## src/rtl/led_seq_pkg.sv

```systemverilog
// Shared definitions for the aleatory LED sequence checker: the fixed 8-step
// code sequence, its inverse lookup and the checker state encoding.
package led_seq_pkg;

   localparam int CODE_W = 3;

   typedef logic [CODE_W-1:0] code_t;

   typedef enum logic [1:0] {
      SEARCH = 2'd0,
      VERIFY = 2'd1,
      LOCKED = 2'd2
   } state_e;

   localparam code_t SEQ [8] = '{
      3'b000, 3'b101, 3'b010, 3'b111, 3'b001, 3'b110, 3'b011, 3'b100
   };

   function automatic code_t seq_at(code_t pos);
      return SEQ[pos];
   endfunction

   // Every code appears exactly once in SEQ, so the search always hits.
   function automatic code_t seq_inv(code_t code);
      code_t pos;
      pos = '0;
      for (int i = 0; i < 8; i++) begin
         if (SEQ[i] == code) pos = code_t'(i);
      end
      return pos;
   endfunction

endpackage

```

## src/rtl/led_seq_checker_3x8_if.sv

```systemverilog
// Bundle between the LED code source (master) and the sequence checker (slave).
// Handshake: none; led_in is sampled on every rising clk edge, outputs are registered.
interface led_seq_checker_3x8_if
   import led_seq_pkg::*;
#(
   parameter int ERR_W = 8
);
   code_t             led_in;
   code_t             index;
   logic              locked;
   logic              err;
   logic              wrap;
   logic [ERR_W-1:0]  err_count;
   state_e            state;

   modport master (
      output led_in,
      input  index, locked, err, wrap, err_count, state
   );

   modport slave (
      input  led_in,
      output index, locked, err, wrap, err_count, state
   );

endinterface

```

## src/rtl/led_seq_checker_3x8.sv

```systemverilog
// Receives the 3-bit aleatory counter code, decodes its sequence position,
// locks after LOCK_LEN correct successors and counts out-of-sequence codes.
module led_seq_checker_3x8
   import led_seq_pkg::*;
#(
   parameter int LOCK_LEN = 4,
   parameter int ERR_W    = 8
) (
   input  logic                  clk,
   input  logic                  reset,
   led_seq_checker_3x8_if.slave  bus
);

   localparam logic [3:0]       LOCK_LEN_C = 4'(LOCK_LEN);
   localparam logic [ERR_W-1:0] ERR_MAX    = {ERR_W{1'b1}};

   state_e           state_q, state_d;
   code_t            pos_q, pos_d;
   logic [3:0]       match_q, match_d;
   logic [ERR_W-1:0] err_cnt_q, err_cnt_d;
   logic             err_q, err_d;
   logic             wrap_q, wrap_d;
   logic             locked_q, locked_d;

   code_t pos_next;
   code_t inv_code;
   logic  hit;

   assign pos_next = pos_q + 3'd1;
   assign inv_code = seq_inv(bus.led_in);
   assign hit      = (bus.led_in == seq_at(pos_next));

   always_comb begin
      state_d   = state_q;
      pos_d     = pos_q;
      match_d   = match_q;
      err_cnt_d = err_cnt_q;
      err_d     = 1'b0;
      wrap_d    = 1'b0;
      unique case (state_q)
         SEARCH: begin
            pos_d   = inv_code;
            match_d = '0;
            state_d = VERIFY;
         end
         VERIFY: begin
            if (hit) begin
               pos_d   = pos_next;
               match_d = match_q + 4'd1;
               if (match_d == LOCK_LEN_C) state_d = LOCKED;
            end else begin
               pos_d   = inv_code;
               match_d = '0;
            end
         end
         LOCKED: begin
            if (hit) begin
               pos_d  = pos_next;
               wrap_d = (pos_q == 3'd7);
            end else begin
               err_d     = 1'b1;
               err_cnt_d = (err_cnt_q == ERR_MAX) ? err_cnt_q : err_cnt_q + 1'b1;
               pos_d     = inv_code;
               match_d   = '0;
               state_d   = VERIFY;
            end
         end
         default: state_d = SEARCH;
      endcase
      // locked follows the state being entered so it drops on the erroring edge.
      locked_d = (state_d == LOCKED);
   end

   always_ff @(posedge clk or posedge reset) begin
      if (reset) begin
         state_q   <= SEARCH;
         pos_q     <= '0;
         match_q   <= '0;
         err_cnt_q <= '0;
         err_q     <= 1'b0;
         wrap_q    <= 1'b0;
         locked_q  <= 1'b0;
      end else begin
         state_q   <= state_d;
         pos_q     <= pos_d;
         match_q   <= match_d;
         err_cnt_q <= err_cnt_d;
         err_q     <= err_d;
         wrap_q    <= wrap_d;
         locked_q  <= locked_d;
      end
   end

   assign bus.index     = pos_q;
   assign bus.locked    = locked_q;
   assign bus.err       = err_q;
   assign bus.wrap      = wrap_q;
   assign bus.err_count = err_cnt_q;
   assign bus.state     = state_q;

endmodule

```

## src/flat_wrapper.sv

```systemverilog
// flat-port wrapper written by rule: the top's interface ports become plain ports
module led_seq_checker_3x8_flat import led_seq_pkg::*;
#(
   parameter int LOCK_LEN = 4,
   parameter int ERR_W    = 8
)
  (clk, reset, bus_led_in, bus_index, bus_locked, bus_err, bus_wrap, bus_err_count, bus_state);
  led_seq_checker_3x8_if #(.ERR_W(ERR_W)) bus_i ();
  input  logic clk;
  input  logic reset;
  input wire logic [$bits(bus_i.led_in)-1:0] bus_led_in;
  output wire logic [$bits(bus_i.index)-1:0] bus_index;
  output wire logic [$bits(bus_i.locked)-1:0] bus_locked;
  output wire logic [$bits(bus_i.err)-1:0] bus_err;
  output wire logic [$bits(bus_i.wrap)-1:0] bus_wrap;
  output wire logic [$bits(bus_i.err_count)-1:0] bus_err_count;
  output wire logic [$bits(bus_i.state)-1:0] bus_state;
  assign bus_i.led_in = bus_led_in;
  assign bus_index = bus_i.index;
  assign bus_locked = bus_i.locked;
  assign bus_err = bus_i.err;
  assign bus_wrap = bus_i.wrap;
  assign bus_err_count = bus_i.err_count;
  assign bus_state = bus_i.state;
  led_seq_checker_3x8 #(.LOCK_LEN(LOCK_LEN), .ERR_W(ERR_W)) u_core (.clk(clk), .reset(reset), .bus(bus_i));
endmodule
```

## config.mk

```make
export PLATFORM = sky130hd
export DESIGN_NAME = led_seq_checker_3x8_flat
export DESIGN_NICKNAME = d
export VERILOG_FILES = /design/src/rtl/led_seq_pkg.sv /design/src/rtl/led_seq_checker_3x8_if.sv /design/src/rtl/led_seq_checker_3x8.sv /design/src/flat_wrapper.sv
export SDC_FILE = /design/constraint.sdc
export NUM_CORES = 1
export LEC_CHECK = 0
export ABC_CLOCK_PERIOD_IN_PS = 2800
export CAP_MARGIN = 20
export CELL_PAD_IN_SITES_DETAIL_PLACEMENT = 0
export CELL_PAD_IN_SITES_GLOBAL_PLACEMENT = 1
export CORE_ASPECT_RATIO = 0.8
export CORE_MARGIN = 2
export CORE_UTILIZATION = 39
export DETAILED_ROUTE_END_ITERATION = 7
export GPL_ROUTABILITY_DRIVEN = 0
export HOLD_SLACK_MARGIN = 0.08
export PLACE_DENSITY = 0.88
export SLEW_MARGIN = 5
export SYNTH_ARGS = -nofsm -noshare
export SYNTH_HDL_FRONTEND = slang
export SYNTH_SLANG_ARGS = --single-unit
```

## constraint.sdc

```tcl
create_clock -name clk -period 2.8 [get_ports clk]
set_input_delay 0.56 -clock clk [delete_from_list [all_inputs] [get_ports clk]]
set_output_delay 0.56 -clock clk [all_outputs]
set_load 0.05 [all_outputs]
```

# [Yosys cells after proc, flatten, opt, wreduce, memory -nomap -nowiden]
# Memory sizes are Yosys's and may differ from the RTL's.
# Index checks and enable logic that the tools add are counted.
# W data, S select, Z words.
[totals] reg_bits=20 rom_bits=24 output_inout_bits=16 mem_count=1
[mem_list] memory="(no name shown)" words=8 word_bits=3 read_ports=1 rd_clocked_by_memory_dff=0 write_ports=0 line_no="led_seq_pkg.sv:20" text="return SEQ[pos];"
[op_classes] bitwise=3 n_lt_le_gt_ge=1 eq_ne=15 n_reduce_logical=6 muxes=22 add_sub_neg=3
[op_table] operator="$mux W3" n=7
[op_table] operator="$eq A3 B3 Y1 const A" n=4
[op_table] operator="$pmux W4 S3" n=1
[op_table] operator="$mux W2" n=5
[op_table] operator="$add A8 B1 Y8 const B" n=1
[op_table] operator="$eq A8 B8 Y1 const B" n=1
[op_table] operator="$mux W4" n=2
[op_table] operator="$eq A2 B3 Y1 const A" n=2
[op_table] operator="$pmux W2 S3" n=1
[op_table] operator="$pmux W3 S2" n=1
[op_table] operator="$mux W1" n=5
[op_table] operator="$add A4 B1 Y4 const B" n=1
[op_table] operator="$eq A2 B2 Y1 const B" n=2
[op_table] operator="$eq A4 B3 Y1 const B" n=1
[op_table] operator="$ge A4 B4 Y1 const B" n=1
[op_table] operator="$not A3 Y4" n=1
[op_table] operator="$add A3 B1 Y3 const B" n=1
[op_table] operator="$eq A1 B3 Y1 const A" n=1
[op_table] operator="$eq A3 B3 Y1" n=1
[op_table] operator="$eq A3 B3 Y1 const B" n=1
[op_table] operator="$reduce_and A3 Y1" n=1
[op_table] operator="$reduce_bool A3 Y1" n=1
[op_table] operator="$eq A2 B1 Y1 const B" n=1
[op_table] operator="$logic_not A2 Y1" n=1
[op_table] operator="other kinds (5)" n=6

# [Longest topological paths before layout]
# Gate-level depths: netlist of the first run.
[depth] word_depth=10 mapped_depth=7 depth_no_buf=7

# [Worst setup path before layout of the first run]
# No wires, ideal clock.
[synth_path] path_kind="register -> register" start="reg u_core.pos_q[0] (netlist: u_core.bus.index[0])" end="reg u_core.err_cnt_q[1] (netlist: u_core.bus.err_count[1])" setup_slack_ns=0.277 setup_time_ns=0.125 t_arrival_ns=2.398 stages_incl_launch_ff=8 required_ns=2.675 n_path_buf=0 path_cell_list="dfrtp_1 ha_1 ha_1 xnor2_1 a311oi_2 o21ai_2 nor2_1 mux2_2"
[synth_via] elab_chain_cells=8
[synth_lines] item="start: declaration" line_no="led_seq_checker_3x8.sv:18" text="code_t pos_q, pos_d;"
[synth_lines] item="start signal: assignment" line_no="led_seq_checker_3x8.sv:85" text="pos_q <= pos_d;"
[synth_lines] item="$add A3 B1 Y3" line_no="led_seq_checker_3x8.sv:29" text="assign pos_next = pos_q + 3'd1;"
[synth_lines] item="$not A3 Y4 (not written as such)" line_no="led_seq_pkg.sv:20"
[synth_lines] item="$mem_v2 Z8 W3"
[synth_lines] item="$mux W3 (not written as such) (2 in a row)" line_no="led_seq_pkg.sv:20"
[synth_lines] item="$eq A3 B3 Y1" line_no="led_seq_checker_3x8.sv:31" text="assign hit = (bus.led_in == seq_at(pos_next));"
[synth_lines] item="$not A1 Y1 (no source line)"
[synth_lines] item="$reduce_and A3 Y1 (no source line)"
[synth_lines] item="end signal: assignment" line_no="led_seq_checker_3x8.sv:87" text="err_cnt_q <= err_cnt_d;"
[synth_lines] item="end: declaration" line_no="led_seq_checker_3x8.sv:20" text="logic [ERR_W-1:0] err_cnt_q, err_cnt_d;"
# Every way passes these cells. The select of a mux whose other input is x is not followed.
# A chain may end at the register's enable or synchronous reset.

# [Worst setup path after layout of the first run]
# Same ends and word-level chain as after synthesis.

==> metrics.md, run 1 <==
| Metric | Value |
|---|---|
| Status | `complete, no violations` |
| CTS tree | `yes` |
| Top_reg_cell synth | `dfrtp_1` |
| Antenna violations before repair | `0` |
| RSZ-0062 raised after global routing | `false` |
| Syn_nets | `roughly 120` |
| Tcrit/Tclk final | `0.8814` |
| Post-CTS Setup Bufs | `0` |
| Hold WS | `between 0.4 and 0.5 ns` |
| DR DRC count | `0` |
| Post-CTS Hold Buffers | `0` |
| R2r startpoint | `u_core.bus.index[0]` |
| Sequential share of power | `0.498` |
| Switching share of power | `0.3507` |
| CP max FO | `10` |
| DR vias | `828` |
| Cell variety after synth | `31` |
| Drt initial violations | `42` |
| Critical path buffer and inverter count | `0` |
| Final total power | `0.6721 mW` |
| Slowest cell on the critical path | `dfrtp_1` |
| Dpl hpwl | `1674 um` |
| Layout cells sized above 1 | `0.06107` |
| WL per Instance | `12.67 um` |
| # nets final | `~150` |
| Diode count | `0` |
| Max-Cap Viols | `0` |
| CTS root buf | `clkbuf_4` |
| Worst-path clk slew | `0.11 ns` |
| Peak per-stage delay on the critical path | `0.46 ns` |
| Fmax | `405.2 MHz` |
| GR Overflow Total | `0` |
| Commonest non-fill, non-tap cells in the layout | `clkdlybuf4s50_1, dfrtp_1, nand2_1` |
| Num rows | `17` |
| Final Setup Violations | `0` |
| Worst slew pin tran | `0.7314 ns` |
| Clock skew | `0.004382 ns` |
| Power share of the clock group | `0.201` |
| Die H | `52.04 um` |
| IO buf count | `20` |
| Die Area | `between 3000 and 4000 sq um` |
| Required time of the worst setup path | `around 3 ns` |
| Number of synthesized flops with an enable pin | `0` |
| Num ports | `21` |
| Crit Path Class | `flip-flop to flip-flop` |
| Comb pwr share | `0.301` |
| Mean Syn Cell Area | `roughly 10 sq um` |
| Setup_tns | `0 ns` |
| Maximum buffer depth of the clock tree | `2` |
| Ranking of synthesized cells by area | `dfrtp_1, ha_1, xor2_1` |
| Clk_lat worst skew | `0.30 ns` |
| Slew Limit Fails | `0` |
| R2r setup slk | `~0.33 ns` |
| Sequential share of the synthesized area | `0.4449` |
| Number of global-route vias before repair | `770` |
| Post-synth top area share | `0.4449` |
| Synth warn | `0` |
| CP Cell Sequence | `ha_1 -> ha_1 -> xnor2_1 -> a311oi_2 -> o21ai_2 -> nor2_1 -> mux2_2` |
| DIE WIDTH | `64.05 um` |
| Post-synth top area cell | `dfrtp_1` |
| Final Hold Viols | `0` |
| Syn-to-layout area delta | `23.36%` |
| Final Cell Area | `roughly 1400 sq um` |
| CP endpoint kind | `flip-flop` |
| Peak VDD IR | `around 0.00024 V` |
| Async set-reset flop share out of synthesis | `1.000` |
| Detailed-route vias per instance | `4.899` |
| Number of iterations in the first detailed-routing pass | `4` |
| RR Endpoint | `u_core.bus.err_count[1]` |
| P_int | `approximately 0.44 mW` |
| Cell area after placement | `~1400 sq um` |
| Cell Area, Synth | `around 1100 sq um` |
| Core region area | `2744 sq um` |
| Starting Density | `0.4099` |
| Top cell by count, worst path | `ha_1` |
| CTS Buf Count | `3` |
| Data arrival time of the worst path | `2.67 ns` |
| Sink Count | `20` |
| First-pass GRT wire length | `3546 um` |
| # H-tree levels | `1` |
| Post-route ant nets | `0` |
| Gr usage total | `0.1419` |
| Worst rel slew slack | `0.5119` |
| CP delay by family, top | `compound AO/OA/AOI/OAI gates` |
| Final wirelength | `2141 um` |
| CP Capture Point | `u_core.bus.err_count[1]` |
| Hold crit path type | `flip-flop to flip-flop` |
| Register-to-Register Path Depth | `7` |
| Largest net degree at the start of global routing | `21` |
| Gate Count Post-Synth | `110` |
| Critical path depth | `7` |
| Fill cells | `250` |
| Crit path launch type | `flip-flop` |
| CP Launch Point | `u_core.bus.index[0]` |
| Synth Register Bits | `20` |
| LEAKAGE | `0.6949 nW` |
| P_sw | `roughly 0.24 mW` |
| Post-CTS Resized | `0` |
| Cell area power density | `484.4 nW/um^2` |
| Crit path time final | `2.468 ns` |
## worst min path at each step
stage | startpoint | end | slack, ns | cells after the start
final | u_core.bus.err_count[5] | u_core.bus.err_count[5] | 0.50 | 1
after global routing | u_core.bus.err_count[5] | u_core.bus.err_count[5] | 0.54 | 1
after CTS | u_core.bus.err_count[5] | u_core.bus.err_count[5] | 0.50 | 1
after detailed placement | u_core.bus.err_count[5] | u_core.bus.err_count[5] | 0.49 | 1
after global placement | u_core.bus.err_count[5] | u_core.bus.err_count[5] | 0.48 | 1
after floorplan | reset | u_core.bus.err | 0.52 | 1
## layer usage
layer	wire length, um	vias to the layer above	share of wire	track usage
met2	1011	14	0.47	0.2483
met3	84	0	0.039	0.04113
li1	-	426	-	-
met1	1045	388	0.49	0.1740
met4	0	0	0	0.03261
met5	0	-	0	0
## worst reg2reg max path: stages, from the launching register on
cell and delay, ns:
dfrtp_1 0.46, ha_1 0.23, ha_1 0.31, xnor2_1 0.15
a311oi_2 0.43, o21ai_2 0.21, nor2_1 0.22, mux2_2 0.35
## cell usage after synthesis (all sizes together), types with 2 or more instances
cell type / number
dfrtp: 20
nand2: 12
ha: 9
o21ai: 8
xor2: 8
inv: 7
nor2: 5
nand3: 4
a21o: 3
a22o: 3
nor2b: 3
nor3: 3
xnor2: 3
and4: 2
clkbuf: 2
mux2: 2
nor4: 2
o31ai: 2
## registers in the layout (all words and copies together) (netlist names)
name / cells
u_core.bus.err: 1
u_core.match_q: 4
u_core.bus.locked: 1
u_core.bus.state: 2
u_core.bus.wrap: 1
u_core.bus.err_count: 8
u_core.bus.index: 3
## power by group through the flow
stage	clock network, mW	logic (mW)	registers (mW)
6_report	0.135	0.203	0.334
5_1_grt	0.153	0.223	0.339
4_1_cts	0.138	0.204	0.334
3_5_place_dp	0	0.204	0.339
3_3_place_gp	0	0.196	0.338
2_1_floorplan	0	0.109	0.373
## area by class of cell
type	instances	area, sq um	share of cell area
Clock buffer	3	22.52	0.01623
Inverter	7	26.28	0.01894
Multi-Input combinational cell	81	590.6	0.4256
Sequential cell	20	500.5	0.3607
Tap cell	38	47.55	0.03427
Timing Repair Buffer	20	200.2	0.1443
## cell families after synthesis
logic type,share of synthesized area
adders and majority gates,0.1001
and+or+nand+nor,0.1669
xor gates and xnor gates,0.08566
buffers and inverters,0.03004
AOI/OAI and AO/OA,0.1524
muxes,0.02002
DFF,0.4449
## metrics by stage
step	worst slack, ns	utilization	std cells
after floorplan	0.2775	-	110
after global placement	0.3555	0.4975	166
after detailed placement	0.2478	0.4975	166
after CTS	0.3279	0.5057	169
after global routing	0.1974	0.5057	169
final	0.3321	0.5057	169
Power figures use the tool's default switching activity.
==> run 2: changes to the inputs <==
--- a/config.mk
+++ b/config.mk
@@ -11,11 +11,12 @@
 export CELL_PAD_IN_SITES_GLOBAL_PLACEMENT = 1
 export CORE_ASPECT_RATIO = 0.8
 export CORE_MARGIN = 2
-export CORE_UTILIZATION = 39
+export CORE_UTILIZATION = 41
+export CTS_BUF_LIST = sky130_fd_sc_hd__clkbuf_8
 export DETAILED_ROUTE_END_ITERATION = 7
 export GPL_ROUTABILITY_DRIVEN = 0
 export HOLD_SLACK_MARGIN = 0.08
-export PLACE_DENSITY = 0.88
+export PLACE_DENSITY = 0.92
 export SLEW_MARGIN = 5
 export SYNTH_ARGS = -nofsm -noshare
 export SYNTH_HDL_FRONTEND = slang
==> metrics.md, run 2 (synthesized netlist as in run 1, its figures left out) <==
| Metric | Value |
|---|---|
| Status | `complete, no violations` |
| Fill cells | `roughly 240` |
| Worst rel slew slack | `0.4879` |
| # H-tree levels | `1` |
| Fmax | `412.1 MHz` |
| Final Hold Viols | `0` |
| Crit path time final | `2.426 ns` |
| Dpl hpwl | `roughly 1700 um` |
| Commonest non-fill, non-tap cells in the layout | `clkdlybuf4s50_1, dfrtp_1, nand2_1` |
| Detailed-route vias per instance | `4.946` |
| Gr usage total | `0.1453` |
| Post-CTS Hold Buffers | `0` |
| Register area | `500.5 sq um` |
| Crit Path Class | `flip-flop to flip-flop` |
| Antenna violations before repair | `0` |
| Die H | `between 50 and 60 um` |
| First-pass GRT wire length | `3622 um` |
| Max-Cap Viols | `0` |
| Crit path launch type | `flip-flop` |
| Post-route ant nets | `0` |
| Clk_lat worst skew | `0.25 ns` |
| DR DRC count | `0` |
| CP delay by family, top | `compound AO/OA/AOI/OAI gates` |
| Slew Limit Fails | `0` |
| Hold crit path type | `flip-flop to flip-flop` |
| Drt initial violations | `33` |
| Diode count | `0` |
| CTS Buf Count | `3` |
| Data arrival time of the worst path | `about 2.6 ns` |
| Cell area after placement | `1363 sq um` |
| Required time of the worst setup path | `2.94 ns` |
| Core region area | `2522 sq um` |
| Max reg flops | `8` |
| Post-CTS Setup Bufs | `0` |
| Number of global-route vias before repair | `797` |
| Cell area power density | `roughly 530 nW/um^2` |
| LEAKAGE | `0.7099 nW` |
| # nets final | `147` |
| Post-CTS Resized | `0` |
| CP endpoint kind | `flip-flop` |
| Number of iterations in the first detailed-routing pass | `4` |
| Largest net degree at the start of global routing | `21` |
| Maximum buffer depth of the clock tree | `2` |
| Peak per-stage delay on the critical path | `around 0.45 ns` |
| Syn-to-layout area delta | `26.03%` |
| Critical path buffer and inverter count | `0` |
| Sink Count | `20` |
| Peak VDD IR | `0.0003622 V` |
| Starting Density | `0.4459` |
| Die Area | `approximately 3200 sq um` |
| Worst slew pin tran | `0.7672 ns` |
| RSZ-0062 raised after global routing | `false` |
| CP Cell Sequence | `ha_1 -> ha_1 -> xnor2_1 -> a311oi_2 -> o21ai_2 -> nor2_1 -> mux2_2` |
| WL per Instance | `12.73 um` |
| CTS root buf | `clkbuf_8` |
| Tcrit/Tclk final | `0.8666` |
| Final wirelength | `between 2000 and 2500 um` |
| Worst-path clk slew | `about 0.07 ns` |
| Final Cell Area | `1418 sq um` |
| Clock skew | `about 0.0048 ns` |
| Layout cells sized above 1 | `0.06818` |
| Num rows | `16` |
| DR vias | `831` |
| Hold WS | `0.4951 ns` |
| Slowest cell on the critical path | `dfrtp_1` |
| CP max FO | `10` |
| Num ports | `21` |
| Final Setup Violations | `0` |
| Setup_tns | `0 ns` |
| Multi-input gate area | `590.6 sq um` |
| Top cell by count, worst path | `ha_1` |
| GR Overflow Total | `0` |
| DIE WIDTH | `between 60 and 70 um` |
| CTS tree | `yes` |
| IO buf count | `20` |
==> run 2: cell types whose count changed in the layout (fill, tap and decap cells not counted), sizes merged <==
cell / before / now
clkbuf: 3 / 4
==> run 2: cell type report <==
| type | count | share of cell area |
|---|---|---|
| Tap cell | 36 | 0.03177 |
| Sequential cell | 20 | 0.3530 |
| Clock buffer | 4 | 0.03883 |
| Timing Repair Buffer | 20 | 0.1412 |
| Multi-Input combinational cell | 81 | 0.4166 |
| Inverter | 7 | 0.01853 |
==> run 2: power breakdown <==
| group | switching, mW | internal, mW | total, mW |
|---|---|---|---|
| Clock | 0.0889 | 0.125 | 0.214 |
| Sequential | 0.0267 | 0.307 | 0.334 |
| Combinational | 0.120 | 0.0786 | 0.199 |
| Total | 0.236 | 0.511 | 0.747 |
==> run 2: per-layer routing <==
metal / track usage / up-vias / wire (um)
met5: 0 / - / 0
li1: - / 430 / -
met4: 0.04444 / 0 / 27
met1: 0.1870 / 378 / 1084
met2: 0.2384 / 18 / 937
met3: 0.04405 / 5 / 88
==> run 2: worst register-to-register path: cells and delay by family, from the launching register on <==
| family | cells | cell delay [ns] |
|---|---|---|
| simple gates | 1 | 0.22 |
| mux | 1 | 0.36 |
| fa+ha+maj | 2 | 0.55 |
| compound gates | 2 | 0.60 |
| xor+xnor | 1 | 0.15 |
| flops | 1 | 0.45 |
==> run 2: final timing paths <==
path                                              start                       to  slack, ns  depth (start not counted)
worst max-delay path                u_core.bus.index[0]  u_core.bus.err_count[1]       0.37                          7
worst min-delay path            u_core.bus.err_count[5]  u_core.bus.err_count[5]       0.50                          1
worst max register to register      u_core.bus.index[0]  u_core.bus.err_count[1]       0.37                          7
min in group asynchronous                         reset  u_core.bus.err_count[5]       0.74                          2
worst min register to register  u_core.bus.err_count[5]  u_core.bus.err_count[5]       0.50                          1
max in group asynchronous                         reset      u_core.bus.index[2]       1.57                          2
==> run 2: metrics by stage <==
| stage | utilization | power, mW | worst slack (ns) | cells |
|---|---|---|---|---|
| 3_5_place_dp | 0.5402 | 0.5399 | 0.2629 | 164 |
| 5_1_grt | 0.5620 | 0.7936 | 0.2273 | 168 |
| 2_1_floorplan | - | 0.4812 | 0.2775 | 110 |
| 4_1_cts | 0.5620 | 0.7574 | 0.3499 | 168 |
| 6_report | 0.5620 | 0.7468 | 0.3736 | 168 |
| 3_3_place_gp | 0.5402 | 0.5343 | 0.3414 | 164 |
==> run 3: changes to the inputs <==
--- a/config.mk
+++ b/config.mk
@@ -10,13 +10,13 @@
 export CELL_PAD_IN_SITES_DETAIL_PLACEMENT = 0
 export CELL_PAD_IN_SITES_GLOBAL_PLACEMENT = 1
 export CORE_ASPECT_RATIO = 0.8
-export CORE_MARGIN = 2
 export CORE_UTILIZATION = 41
 export CTS_BUF_LIST = sky130_fd_sc_hd__clkbuf_8
 export DETAILED_ROUTE_END_ITERATION = 7
 export GPL_ROUTABILITY_DRIVEN = 0
 export HOLD_SLACK_MARGIN = 0.08
 export PLACE_DENSITY = 0.92
+export SETUP_SLACK_MARGIN = 0.2
 export SLEW_MARGIN = 5
 export SYNTH_ARGS = -nofsm -noshare
 export SYNTH_HDL_FRONTEND = slang
==> metrics.md, run 3 (synthesized netlist as in run 1, its figures left out) <==
| Metric | Value |
|---|---|
| Status | `complete, no violations` |
| Post-route ant nets | `0` |
| CP Launch Point | `u_core.bus.index[0]` |
| First-pass GRT wire length | `3774 um` |
| Comb pwr share | `0.271` |
| Dpl hpwl | `1703 um` |
| Place WS | `0.2001 ns` |
| Clk_lat worst skew | `0.26 ns` |
| Sink Count | `20` |
| Data arrival time of the worst path | `2.61 ns` |
| Cell area after placement | `1363 sq um` |
| Max-Cap Viols | `0` |
| CTS Buf Count | `3` |
| Power share of the clock group | `0.290` |
| Num rows | `16` |
| P_sw | `between 0.2 and 0.25 mW` |
| Die Area | `2958 sq um` |
| Maximum buffer depth of the clock tree | `2` |
| DR vias | `895` |
| Setup_tns | `0 ns` |
| Largest net degree at the start of global routing | `21` |
| CP max FO | `10` |
| CTS tree | `yes` |
| R2r setup slk | `0.33 ns` |
| Top cell by count, worst path | `ha_1` |
| Layout cells sized above 1 | `0.07519` |
| Final wirelength | `2266 um` |
| CP Capture Point | `u_core.bus.err_count[1]` |
| CP delay by family, top | `compound AO/OA/AOI/OAI gates` |
| RR Endpoint | `u_core.bus.err_count[1]` |
| CP endpoint kind | `flip-flop` |
| P_int | `0.5147 mW` |
| Cell area power density | `533.9 nW/um^2` |
| Critical path depth | `7` |
| RSZ-0062 raised after global routing | `false` |
| Worst slew pin tran | `0.7473 ns` |
| Commonest non-fill, non-tap cells in the layout | `clkdlybuf4s50_1, dfrtp_1, nand2_1` |
| # H-tree levels | `1` |
| Number of iterations in the first detailed-routing pass | `4` |
| Register area | `~500 sq um` |
| Detailed-route vias per instance | `5.296` |
| # nets final | `148` |
| Multi-input gate area | `590.6 sq um` |
| Final Cell Area | `1425 sq um` |
| IO buf count | `20` |
| Register-to-Register Path Depth | `7` |
| Fmax | `around 410 MHz` |
| Syn-to-layout area delta | `26.70%` |
| Worst rel slew slack | `0.5013` |
| Final Hold Viols | `0` |
| Final Setup Violations | `0` |
| Crit path time final | `2.466 ns` |
| Tcrit/Tclk final | `0.8805` |
| Core region area | `approximately 2500 sq um` |
| Fill cells | `between 200 and 250` |
| Max reg flops | `8` |
| Clock skew | `0.006221 ns` |
| Die H | `48.85 um` |
| Sequential share of power | `0.438` |
| LEAKAGE | `0.7148 nW` |
| Crit Path Class | `flip-flop to flip-flop` |
| Diode count | `0` |
| Gr usage total | `0.1720` |
| Required time of the worst setup path | `between 2 and 3 ns` |
| Num ports | `21` |
| Critical path buffer and inverter count | `0` |
| Peak per-stage delay on the critical path | `0.46 ns` |
| Drt initial violations | `25` |
| Post-CTS Resized | `0` |
| Switching share of power | `0.3235` |
| Worst-path clk slew | `roughly 0.080 ns` |
| Slew Limit Fails | `0` |
| Slowest cell on the critical path | `dfrtp_1` |
| Final worst setup slack | `0.3345 ns` |
| WL per Instance | `13.41 um` |
| Antenna violations before repair | `0` |
| Peak VDD IR | `0.0003058 V` |
| Crit path launch type | `flip-flop` |
| Hold crit path type | `flip-flop to flip-flop` |
| Starting Density | `0.4459` |
| DR DRC count | `0` |
| CTS root buf | `clkbuf_8` |
| R2r startpoint | `u_core.bus.index[0]` |
| CP Cell Sequence | `ha_1 -> ha_1 -> xnor2_1 -> a311oi_2 -> o21ai_2 -> nor2_1 -> mux2_2` |
| DIE WIDTH | `roughly 61 um` |
| Number of global-route vias before repair | `approximately 840` |
| GR Overflow Total | `0` |
## run 3: cell type report
type | instances | area share
clock buffer | 4 | 0.03863
inverter | 7 | 0.01844
multi-input combinational | 81 | 0.4144
sequential | 20 | 0.3512
tap | 36 | 0.03161
timing repair buffer | 21 | 0.1457
## run 3: metal layers
metal  track usage  routed length, um  vias to the layer above
met1        0.2226               1058                      433
met2        0.2857               1100                       29
met5             0                  0                        -
met3       0.03979                 91                        2
li1              -                  -                      431
met4       0.04545                 15                        0
## run 3: repair_timing
item / CTS / global route
setup buffers: 0 / 1
endpoints found under the setup margin: 0 / 2
hold buffers: 0 / 0
## run 3: worst min path at each step
| stage | end | cells past startpoint | from |
|---|---|---|---|
| floorplan | u_core.bus.err | 1 | reset |
| global placement | u_core.bus.err_count[5] | 1 | u_core.bus.err_count[5] |
| detailed placement | u_core.bus.err_count[5] | 1 | u_core.bus.err_count[5] |
| CTS | u_core.bus.err_count[5] | 1 | u_core.bus.err_count[5] |
| global route | u_core.bus.err_count[5] | 1 | u_core.bus.err_count[5] |
| finish | u_core.bus.err_count[5] | 1 | u_core.bus.err_count[5] |
## run 3: stage by stage
step                instances  hold WS, ns  total power [mW]  utilization
finish                    169       0.4990            0.7608       0.5650
global route              169       0.5291            0.8052       0.5650
CTS                       168       0.5060            0.7639       0.5620
detailed placement        164       0.4951            0.5412       0.5402
global placement          164       0.4806            0.5340       0.5402
floorplan                 110       0.5198            0.4812            -
## run 3: power by group through the flow
stage | Sequential [mW] | Clock, mW | Combinational, mW
2_1_floorplan | 0.373 | 0 | 0.109
3_3_place_gp | 0.337 | 0 | 0.196
3_5_place_dp | 0.339 | 0 | 0.203
4_1_cts | 0.333 | 0.228 | 0.203
5_1_grt | 0.336 | 0.243 | 0.226
6_report | 0.334 | 0.221 | 0.207
